--- src/rtl/store_buffer.sv ---
// Word-granular store buffer between MEM stage and data memory: FIFO queue of
// committed stores, one drain per idle memory cycle, youngest-match load forwarding.
module store_buffer #(
    parameter int DEPTH = 4,
    parameter int CNT_W = $clog2(DEPTH) + 1
) (
    input  logic             clk,
    input  logic             reset,
    input  logic             iStValid,
    input  logic [31:0]      iStAddr,
    input  logic [31:0]      iStData,
    input  logic [31:0]      iStPC,
    output logic             oStReady,
    input  logic [31:0]      iLdAddr,
    output logic             oFwdHit,
    output logic [31:0]      oFwdData,
    input  logic             iMemBusy,
    output logic             oMemWE,
    output logic [31:0]      oMemAddr,
    output logic [31:0]      oMemWData,
    output logic [31:0]      oMemPC,
    output logic [CNT_W-1:0] oCount,
    output logic             oEmpty
);
    localparam int PTR_W = $clog2(DEPTH);

    logic [29:0]      entryAddr [DEPTH];
    logic [31:0]      entryData [DEPTH];
    logic [31:0]      entryPc   [DEPTH];
    logic [DEPTH-1:0] entryValid;
    logic [PTR_W-1:0] headPtr;
    logic [PTR_W-1:0] tailPtr;
    logic [CNT_W-1:0] countReg;
    logic [PTR_W-1:0] ageIdx;
    logic             push;
    logic             drain;
    logic             unusedLowBits;

    // Byte offsets are irrelevant for a word-granular buffer.
    assign unusedLowBits = ^{iStAddr[1:0], iLdAddr[1:0]};

    assign oStReady  = countReg < CNT_W'(DEPTH);
    assign oEmpty    = countReg == '0;
    assign oCount    = countReg;
    assign push      = iStValid && oStReady;
    assign drain     = !oEmpty && !iMemBusy;

    assign oMemWE    = drain;
    assign oMemAddr  = {entryAddr[headPtr], 2'b00};
    assign oMemWData = entryData[headPtr];
    assign oMemPC    = entryPc[headPtr];

    // Walk from oldest (head) to youngest so the last match found wins.
    always_comb begin
        oFwdHit  = 1'b0;
        oFwdData = '0;
        ageIdx   = headPtr;
        for (int i = 0; i < DEPTH; i++) begin
            ageIdx = headPtr + PTR_W'(i);
            if (entryValid[ageIdx] && (entryAddr[ageIdx] == iLdAddr[31:2])) begin
                oFwdHit  = 1'b1;
                oFwdData = entryData[ageIdx];
            end
        end
    end

    always_ff @(posedge clk or posedge reset) begin
        if (reset) begin
            headPtr    <= '0;
            tailPtr    <= '0;
            countReg   <= '0;
            entryValid <= '0;
            for (int i = 0; i < DEPTH; i++) begin
                entryAddr[i] <= '0;
                entryData[i] <= '0;
                entryPc[i]   <= '0;
            end
        end else begin
            if (push) begin
                entryAddr[tailPtr]  <= iStAddr[31:2];
                entryData[tailPtr]  <= iStData;
                entryPc[tailPtr]    <= iStPC;
                entryValid[tailPtr] <= 1'b1;
                tailPtr             <= tailPtr + PTR_W'(1);
            end
            // Push never targets the head slot here: that needs empty (no drain) or full (no push).
            if (drain) begin
                entryValid[headPtr] <= 1'b0;
                headPtr             <= headPtr + PTR_W'(1);
            end
            case ({push, drain})
                2'b10:   countReg <= countReg + CNT_W'(1);
                2'b01:   countReg <= countReg - CNT_W'(1);
                default: countReg <= countReg;
            endcase
        end
    end
endmodule

--- config.mk ---
export PLATFORM = sky130hd
export DESIGN_NAME = store_buffer
export DESIGN_NICKNAME = d
export VERILOG_FILES = /design/src/rtl/store_buffer.sv
export SDC_FILE = /design/constraint.sdc
export NUM_CORES = 1
export LEC_CHECK = 0
export ABC_AREA = 1
export ABC_CLOCK_PERIOD_IN_PS = 27100
export CAP_MARGIN = 20
export CORE_ASPECT_RATIO = 0.5
export CORE_MARGIN = 5
export CORE_UTILIZATION = 60
export CTS_CLUSTER_DIAMETER = 50
export CTS_CLUSTER_SIZE = 28
export DETAILED_ROUTE_END_ITERATION = 6
export HOLD_SLACK_MARGIN = 0.03
export PLACE_DENSITY = 0.81
export SETUP_SLACK_MARGIN = 0.2
export SLEW_MARGIN = 5
export SYNTH_ARGS = -nofsm -noshare
export SYNTH_HDL_FRONTEND = slang
export SYNTH_SLANG_ARGS = --single-unit
--- constraint.sdc ---
create_clock -name clk -period 27.1 [get_ports clk]
set_input_delay 5.42 -clock clk [delete_from_list [all_inputs] [get_ports clk]]
set_output_delay 5.42 -clock clk [all_outputs]
set_load 0.02 [all_outputs]
==> metrics.yaml <==
setup_path:
  cp_slowest_cell: "clkdlybuf4s50_1"
  startpoint_type: "primary input"
  path_delay_family: "buffers and inverters"
  path_cells: "clkdlybuf4s50_1 -> inv_1 -> nand3_1 -> nand2_1 -> nor2_1 -> nand2_1 -> nor2_1 -> nand2_1 -> nor2_4 -> buf_16 -> inv_2 -> nand3_1 -> nand2_1 -> nand2_1 -> nand2_1 -> clkdlybuf4s50_1"
  cp_num_buf_inv: 5
  rrSetupSlack_ns: 23.62
  path_common_cell: "nand2_1"
  endpoint_kind: "primary output"
  slowest_delay_ns: 0.59
  worstSetupPathType: "primary input to primary output"
  cp_max_fo: 32
  cp_data_arrival_time_ns: 8.88
  required_ns: 21.68
drt:
  drc_errors: 0
  ant_nets: 0
  avgViaCountPerCell: 5.79
  drtPass1Iterations: 6
  first_iter_violations: 2221
  drt-total-wl_microns: 69000
  wire_per_inst_microns: 17.1
  vias: 23373
die:
  rows: 51
  die-area_sq_um: 43600
  core_sq_um: 38800
  start_util_pct: 60.7
  fp.dieH_microns: 150
  ioPinCount: 267
  die_x_microns: 290
power_and_ir_drop:
  p_leak_nw: 13.9
  ir_drop_v: 0.000119
  cellPowerDensity_nw_per_um2: 139
clock_network:
  clkSinkCount: 387
  cts_tree: "done"
  cts_hold_buf: 0
  cts-resized-gates: 0
  postCtsSetupBuffers: 0
  root_buffer: "clkbuf_16"
  clk_path_buf_depth: 3
  clock_latency_ns: 0.59
  cts_buffers: 28
  clk_pin_slew_ns: 0.08
  h-tree-depth: 1
flow_run:
  max_cap_violations: 0
logic_synthesis:
  async_flop_share_pct: 100
  yosysUniqueCellTypes: 30
  synth_edf_count: 0
  synth_area_sq_um: 23600
  seq_area_frac_synth_pct: 41.1
  synth_ff_type: "dfrtp_1"
  synth_warnings: 0
  avgSynthCellArea_sq_um: 6.94
  ys_seq_elements: 387
  netlist_instances: 3394
run_status:
  status: "complete, no violations"
placement:
  finalWeightedCongestion: 0.971
  port_buffers: 260
  hpwlAfterDp_microns: 43800
  place_ws_ns: 12.35
finish:
  final_core_util_pct: 70.5
  layout.nets: 3627
  fill_cells: 3282
  area_growth_pct: 16.1
  drive_above_1_share_pct: 2.57
timing:
  setup_tns_ns: 0
  rsz0062_at_grt: "false"
  setup_viol_count_final: 0
  finalHoldViolCount: 0
  fin_crit_ns: 14.30
  fin_crit_sh_pct: 52.8
  timing.hold.ws_ns: 0.485
  relSlewSlack_pct: 24.4
  setup_ws_ns: 12.80
  max_freq_mhz: 69.9
  finClkSkew_ns: 0.0153
  worstMarginPinSlew_ns: 1.13
  drv_slew: 0
global_routing:
  grt_pass1_vias: 21451
  antenna_found_initial: 1
  grt_usage_pct: 30.4
  grt_pass1_wl_microns: 110000
  grt_max_degree: 180
  gr-total-overflow: 0
hold_path:
  min_path_type: "register to register"
## routing by layer
metal | global-route usage, % | routed length, microns
met1 | 40.5 | 28600
met4 | 11.1 | 2520
met5 | 0 | 0
met2 | 51.8 | 33100
met3 | 4.11 | 4830
## final cells by class
type | count | area (sq um) | area share, %
diodes | 1 | 2.50 | 0.00915
clock buffers | 29 | 726 | 2.65
clock inverters | 23 | 354 | 1.29
inverters | 238 | 911 | 3.33
multi-input cells | 2547 | 12100 | 44.2
flip-flops and latches | 387 | 9690 | 35.4
well taps | 530 | 663 | 2.42
repair buffers | 283 | 2910 | 10.6
## power by group
part	internal [mW]	total [mW]	switching [mW]
registers	0.837	1.05	0.211
clock network	0.241	0.488	0.247
logic	0.822	2.26	1.44
## worst reg2reg max path, cell delays in order (launching register included)
cell and delay [ns]:
dfrtp_4 1.08, inv_6 0.53, ha_4 0.91, buf_4 0.66
nand2_1 0.11, o21ai_0 0.10
## path summary, 6_finish.rpt
| path | startpoint | to | cells after the start |
|---|---|---|---|
| setup / recovery | iLdAddr[6] | oFwdData[25] | 16 |
| hold / removal | entryPc[91]$_DFFE_PP0P_ | entryPc[91]$_DFFE_PP0P_ | 2 |
| setup reg to reg | headPtr[0]$_DFFE_PP0P_ | headPtr[1]$_DFFE_PP0P_ | 5 |
| hold reg to reg | entryPc[91]$_DFFE_PP0P_ | entryPc[91]$_DFFE_PP0P_ | 2 |
| max in group asynchronous | reset | entryAddr[107]$_DFFE_PP0P_ | 3 |
| min in group asynchronous | reset | entryAddr[103]$_DFFE_PP0P_ | 2 |
## synth_stat cells (all sizes together), types with 2 or more instances
master  instances  area [sq um]
a22o            2          17.5
nor3            4          20.0
o22ai          33           206
nor2          144           551
a21oi          68           340
buf            79           408
clkinv          2          7.51
inv           236           886
nand2        1181          4430
dfrtp         387          9680
nand3         339          1700
ha              9           113
clkbuf        144           541
xor2           17           149
mux2i         128          1280
o21ai         581          2910
o211ai         34           255
## state kept, by name (all words and copies together), names as in the netlist
register    cells
entryData     128
oCount          3
entryValid      4
entryAddr     120
tailPtr         2
entryPc       128
headPtr         2
## stage by stage
| stage | instance area, sq um | cells | power [mW] |
|---|---|---|---|
| 6_report | 27300 | 4038 | 3.79 |
| 5_1_grt | 27300 | 4038 | 4.10 |
| 4_1_cts | 27200 | 4031 | 3.75 |
| 3_5_place_dp | 26100 | 3979 | 3.26 |
| 3_3_place_gp | 26100 | 3979 | 3.19 |
| 2_1_floorplan | 23600 | 3395 | 2.56 |
## placed cells by master, fill, tap and decap left out, drive strengths merged, types with 33 or more instances in the layout
master,netlist,final
inv,236,245
a21oi,68,68
o211ai,34,34
o21ai,581,581
clkdlybuf4s50,0,260
o22ai,33,33
nand2,1181,1181
mux2i,128,128
nor2,144,144
nand3,339,339
dfrtp,387,387
## kinds of logic after synthesis
kind of cell | count (synthesis) | share of synthesized area (%)
other | 1 | 0.0159
AND/OR/NAND/NOR | 1670 | 28.5
multiplexers | 128 | 5.44
flip-flops | 387 | 41.1
buffers and inverters | 461 | 7.82
adder cells (fa/ha/maj) | 10 | 0.563
AO/OA/AOI/OAI | 719 | 15.9
XOR/XNOR | 18 | 0.669
(Power assumes the default switching activity.)
